**src/rtl/serial_adder_n.sv**
```systemverilog
// Multi-cycle adder/subtractor: DIGIT bits per clock, LSB first, carry held in a register.
// One-cycle done pulse; sum/carry/overflow update only on the completing edge.
module serial_adder_n #(
    parameter int WIDTH = 8,
    parameter int DIGIT = 1
) (
    input  logic             clk,
    input  logic             rst,
    input  logic             start,
    input  logic             sub,
    input  logic [WIDTH-1:0] a,
    input  logic [WIDTH-1:0] b,
    output logic             busy,
    output logic             done,
    output logic [WIDTH-1:0] sum,
    output logic             carry,
    output logic             overflow
);
    localparam int N  = (DIGIT > 0) ? WIDTH / DIGIT : 1;
    localparam int CW = $clog2(N + 1);

    generate
        if (WIDTH < 2 || DIGIT < 1 || (WIDTH % DIGIT) != 0) begin : g_bad_params
            $error("serial_adder_n: DIGIT must divide WIDTH and WIDTH must be >= 2");
        end
    endgenerate

    typedef enum logic [1:0] {S_IDLE, S_RUN, S_DONE} state_t;

    state_t           state_q;
    logic [WIDTH-1:0] a_q, b_q, res_q, res_d, sum_q;
    logic             cy_q, carry_q, ovf_q, busy_q, done_q;
    logic [CW-1:0]    cnt_q;

    logic [DIGIT-1:0] slice_sum;
    logic             slice_co;
    logic             msb_cin;

    // One DIGIT-bit slice; on the last slice its top bit is the operand MSB,
    // so the carry into that bit is recovered from the sum bit.
    always_comb begin
        {slice_co, slice_sum} = {1'b0, a_q[DIGIT-1:0]} + {1'b0, b_q[DIGIT-1:0]}
                              + (DIGIT+1)'(cy_q);
        msb_cin = a_q[DIGIT-1] ^ b_q[DIGIT-1] ^ slice_sum[DIGIT-1];
        res_d   = (res_q >> DIGIT) | (WIDTH'(slice_sum) << (WIDTH - DIGIT));
    end

    always_ff @(posedge clk or posedge rst) begin
        if (rst) begin
            state_q <= S_IDLE;
            a_q     <= '0;
            b_q     <= '0;
            res_q   <= '0;
            cy_q    <= 1'b0;
            cnt_q   <= '0;
            sum_q   <= '0;
            carry_q <= 1'b0;
            ovf_q   <= 1'b0;
            busy_q  <= 1'b0;
            done_q  <= 1'b0;
        end else begin
            unique case (state_q)
                S_IDLE, S_DONE: begin
                    done_q <= 1'b0;
                    if (start) begin
                        // Subtraction is a + ~b + 1: the +1 enters as the initial carry.
                        a_q     <= a;
                        b_q     <= sub ? ~b : b;
                        cy_q    <= sub;
                        cnt_q   <= '0;
                        busy_q  <= 1'b1;
                        state_q <= S_RUN;
                    end else begin
                        state_q <= S_IDLE;
                    end
                end
                S_RUN: begin
                    a_q   <= a_q >> DIGIT;
                    b_q   <= b_q >> DIGIT;
                    cy_q  <= slice_co;
                    res_q <= res_d;
                    cnt_q <= cnt_q + 1'b1;
                    if (cnt_q == CW'(N - 1)) begin
                        sum_q   <= res_d;
                        carry_q <= slice_co;
                        ovf_q   <= msb_cin ^ slice_co;
                        busy_q  <= 1'b0;
                        done_q  <= 1'b1;
                        state_q <= S_DONE;
                    end
                end
                default: state_q <= S_IDLE;
            endcase
        end
    end

    assign busy     = busy_q;
    assign done     = done_q;
    assign sum      = sum_q;
    assign carry    = carry_q;
    assign overflow = ovf_q;
endmodule

```
**config.mk**
```make
export PLATFORM = sky130hd
export DESIGN_NAME = serial_adder_n
export DESIGN_NICKNAME = d
export VERILOG_FILES = /design/src/rtl/serial_adder_n.sv
export SDC_FILE = /design/constraint.sdc
export NUM_CORES = 1
export LEC_CHECK = 0
export CAP_MARGIN = 10
export CORE_UTILIZATION = 25
export DETAILED_ROUTE_END_ITERATION = 8
export HOLD_SLACK_MARGIN = 0.1
export PLACE_DENSITY = 0.41
export REMOVE_ABC_BUFFERS = 1
export SLEW_MARGIN = 20
export SYNTH_ARGS = -nofsm -noshare
export SYNTH_HDL_FRONTEND = slang
export SYNTH_SLANG_ARGS = --single-unit
```
**constraint.sdc**
```tcl
create_clock -name clk -period 2.1 [get_ports clk]
set_clock_uncertainty 0.1 [all_clocks]
set_input_delay 0.63 -clock clk [delete_from_list [all_inputs] [get_ports clk]]
set_output_delay 0.63 -clock clk [all_outputs]
set_load 0.005 [all_outputs]
```
==> Flow_metrics.wiki <==
{| class="wikitable"
! Metric !! Value
|-
| Run status || complete, no violations
|-
| Dpl ws || between 0.06 and 0.07 ns
|-
| Final design area excluding fillers || between 2000 and 2500 um2
|-
| Number of buffers inserted by post-CTS setup repair || 0
|-
| Synthesis warning total || 0
|-
| Power density normalized to cell area || 1430 nW/um2
|-
| Post-synthesis cell type count || 25
|-
| Detailed-placement wirelength estimate || 2420 um
|-
| Final Max Slew Viols || 0
|-
| Worst Path Buf+Inv || 1
|-
| Required time of the critical path || about 1.4 ns
|-
| Post-Syn Area || 1810 um2
|-
| Crit. End Element || output port
|-
| Crit start category || flop
|-
| Area after DPL || roughly 2300 um2
|-
| Max cap viols || 0
|-
| Leading area contributor after synthesis || sky130_fd_sc_hd__dfrtp_1
|-
| Non-filler instance count after layout || ~270
|-
| Full die area || 7600 um2
|-
| Via total after detailed routing || about 1,100
|-
| Global Route Usage Sum || roughly a tenth
|-
| Clock transition at the registers of the reported paths || 0.07 ns
|-
| Area growth, synth to finish || 31.2%
|-
| CTS Buf Count || 5
|-
| Largest fanout on the critical path || 2
|-
| Most frequent cells in the layout || 42 x sky130_fd_sc_hd__dfrtp_1, 31 x sky130_fd_sc_hd__clkdlybuf4s50_1, 11 x sky130_fd_sc_hd__mux2_2, 11 x sky130_fd_sc_hd__a22o_1, 10 x sky130_fd_sc_hd__xnor2_1
|-
| Number of hold violations in the final report || 0
|-
| Gate count after technology mapping || approximately 130
|-
| CP peak stage delay || about 0.50 ns
|-
| Average cell area after synthesis || roughly 14 um2
|-
| Starting Density || roughly a quarter
|-
| Wirelength per Cell || about 12 um
|-
| Lkg Pwr || about 1.1 nW
|-
| Core region area || a little under 7000 um2
|-
| Number of enable-type register cells in the synthesized netlist || 0
|-
| Drc violations || 0
|-
| Final global-route overflow total || 0
|-
| Beginning of the critical path || done$_DFFE_PP0P_
|-
| WL final || between 3000 and 4000 um
|-
| Clock latency reported for the late side of the worst-skew pair || 0.28 ns
|-
| Kind of critical path || reg -> out
|-
| Highest clock rate || 0.536 GHz
|-
| Leading cell type in the layout, fill and taps excluded || sky130_fd_sc_hd__dfrtp_1
|-
| Library cell used as clock root buffer || sky130_fd_sc_hd__clkbuf_8
|-
| # clock sinks || 42
|-
| Post-Route Hold Slack || roughly 0.38 ns
|-
| Worst-path cell chain || clkdlybuf4s50_1
|-
| Arrival time worst endpoint || approximately 1.1 ns
|-
| Actual slew at the worst max-slew pin || roughly 0.39 ns
|-
| Setup slack after layout || between 0.2 and 0.25 ns
|-
| Count of standard-cell rows || 30
|-
| Post-synthesis sequential element count || between 40 and 50
|-
| Cells resized by post-CTS repair || 0
|-
| Router iterations before antenna repair || 4
|-
| Synth top area cells || sky130_fd_sc_hd__dfrtp_1 58%, sky130_fd_sc_hd__mux2_2 6.8%, sky130_fd_sc_hd__a22o_1 5.3%, sky130_fd_sc_hd__xnor2_1 4.8%, sky130_fd_sc_hd__mux2_1 4.3%
|-
| Cell total after placement || 260
|-
| Count of final setup violators || 0
|-
| Initial DRC Count || 36
|-
| Final min period || roughly 1.9 ns
|-
| Vias in the first global route || 1,237
|-
| Type of the worst min-delay path || reg -> reg
|-
| Die Y-Extent || around 87 um
|-
| Antenna diode instance count || 0
|-
| Routed vias/inst || roughly 4.3
|-
| Top_reg_cell synth || sky130_fd_sc_hd__dfrtp_1
|-
| Category of cells accounting for the largest share of critical-path delay || buffers and inverters
|-
| Beginning of the worst register-to-register path || a_q[0]$_DFFE_PP0P_
|-
| Share of async-settable or async-resettable flops after synthesis || 100%
|-
| Remaining antenna violation count after routing || 0
|-
| Hold buffer count at cts || 0
|-
| H-tree depth || 2
|-
| Post-route clock period utilization || between 80% and 90%
|-
| Largest net degree at the start of global routing || 43
|-
| First-pass GRT wire length || between 6000 and 7000 um
|-
| Clock tree from TritonCTS || built
|-
| Setup repair after global routing missed its margin || false
|-
| Portion of the post-synthesis area used by sequential elements || ~58%
|-
| GP Congestion || roughly 0.68
|-
| Port bufs || 31
|-
| Die W || between 80 and 90 um
|-
| Min-delay src || a_q[1]$_DFFE_PP0P_
|-
| Slew Limit Headroom || between 70 and 80%
|-
| CTS max path bufs || 2
|-
| Antenna violations before repair || 0
|-
| Fraction of layout instances using a drive strength above 1 || 15.2%
|-
| Critical-path cell with the highest stage delay || sky130_fd_sc_hd__clkdlybuf4s50_1
|-
| Top-level port count || 32
|-
| Net count of the finished layout || roughly 190
|-
| Area fraction of the dominant cell type after synthesis || 57.9%
|-
| Worst VDD drop || 0.000322 V
|}
cell families (layout without fill, tap and decap cells):
kind of cell             count (synthesis)  in the layout  synth area share, %
XOR/XNOR                                12             12                 5.79
AND/OR/NAND/NOR                         18             18                 5.59
adder cells (fa/ha/maj)                  2              2                 1.79
AO/OA/AOI/OAI                           29             29                 13.4
multiplexers                            20             20                 12.3
buffers and inverters                   10             48                 3.17
flip-flops                              42             42                 57.9
stage by stage:
stage          setup TNS, ns  power [W]  utilization [%]
2_1_floorplan         -0.882    0.00235                -
3_3_place_gp               0    0.00294             33.4
3_5_place_dp               0    0.00299             33.4
4_1_cts                    0    0.00348             34.5
5_1_grt                    0    0.00370             34.5
6_report                   0    0.00341             34.5
power by group:
| group | switching (W) | total (W) | leakage (nW) | internal (W) |
|---|---|---|---|---|
| registers | 0.000241 | 0.00144 | 0.519 | 0.00119 |
| clock network | 0.000253 | 0.000482 | 0.0383 | 0.000229 |
| logic | 0.000577 | 0.00150 | 0.508 | 0.000918 |
area by class of cell:
cell class                 instances  area (um2)
clock buffer                       7        76.3
inverter                           2        7.51
multi-input combinational         81         706
tap                               96         120
timing repair buffer              39         420
sequential                        42        1050
fill                             712        4530
sequential cells by signal (all words and copies together), names as in the netlist:
name,cells
sum,8
busy,1
overflow,1
b_q,8
cy_q,1
res_q,7
cnt_q,4
carry,1
state_q,2
a_q,8
done,1
worst paths after layout:
kind                       slack [ns]                    to  cells past startpoint
max                              0.23                  done                      1
min                              0.38    a_q[1]$_DFFE_PP0P_                      1
max reg2reg                      0.26  overflow$_DFFE_PP0P_                      4
min reg2reg                      0.38    a_q[1]$_DFFE_PP0P_                      1
max in group asynchronous        1.09    b_q[4]$_DFFE_PP0P_                      3
min in group asynchronous        0.61      done$_DFFE_PP0P_                      3
cells in the mapped netlist (2+ instances only):
master                    instances
sky130_fd_sc_hd__mux2i_1          2
sky130_fd_sc_hd__xor2_1           2
sky130_fd_sc_hd__a221o_1          7
sky130_fd_sc_hd__nor2_1           8
sky130_fd_sc_hd__nand2_1          4
sky130_fd_sc_hd__xnor2_1         10
sky130_fd_sc_hd__mux2_1           7
sky130_fd_sc_hd__buf_4            2
sky130_fd_sc_hd__a22o_1          11
sky130_fd_sc_hd__dfrtp_1         42
sky130_fd_sc_hd__mux2_2          11
sky130_fd_sc_hd__inv_1            2
sky130_fd_sc_hd__a21o_1           9
sky130_fd_sc_hd__o21ai_0          2
sky130_fd_sc_hd__buf_2            4
layer usage:
| metal | GRT usage, % | part of all wire, % | wire length (um) |
|---|---|---|---|
| met1 | 12.9 | 47 | 1550 |
| met2 | 16.9 | 47 | 1540 |
| met3 | 3.60 | 5.4 | 179 |
| met4 | 3.13 | 0.85 | 28 |
| met5 | 0 | 0 | 0 |
Power figures use the tool's default switching activity.
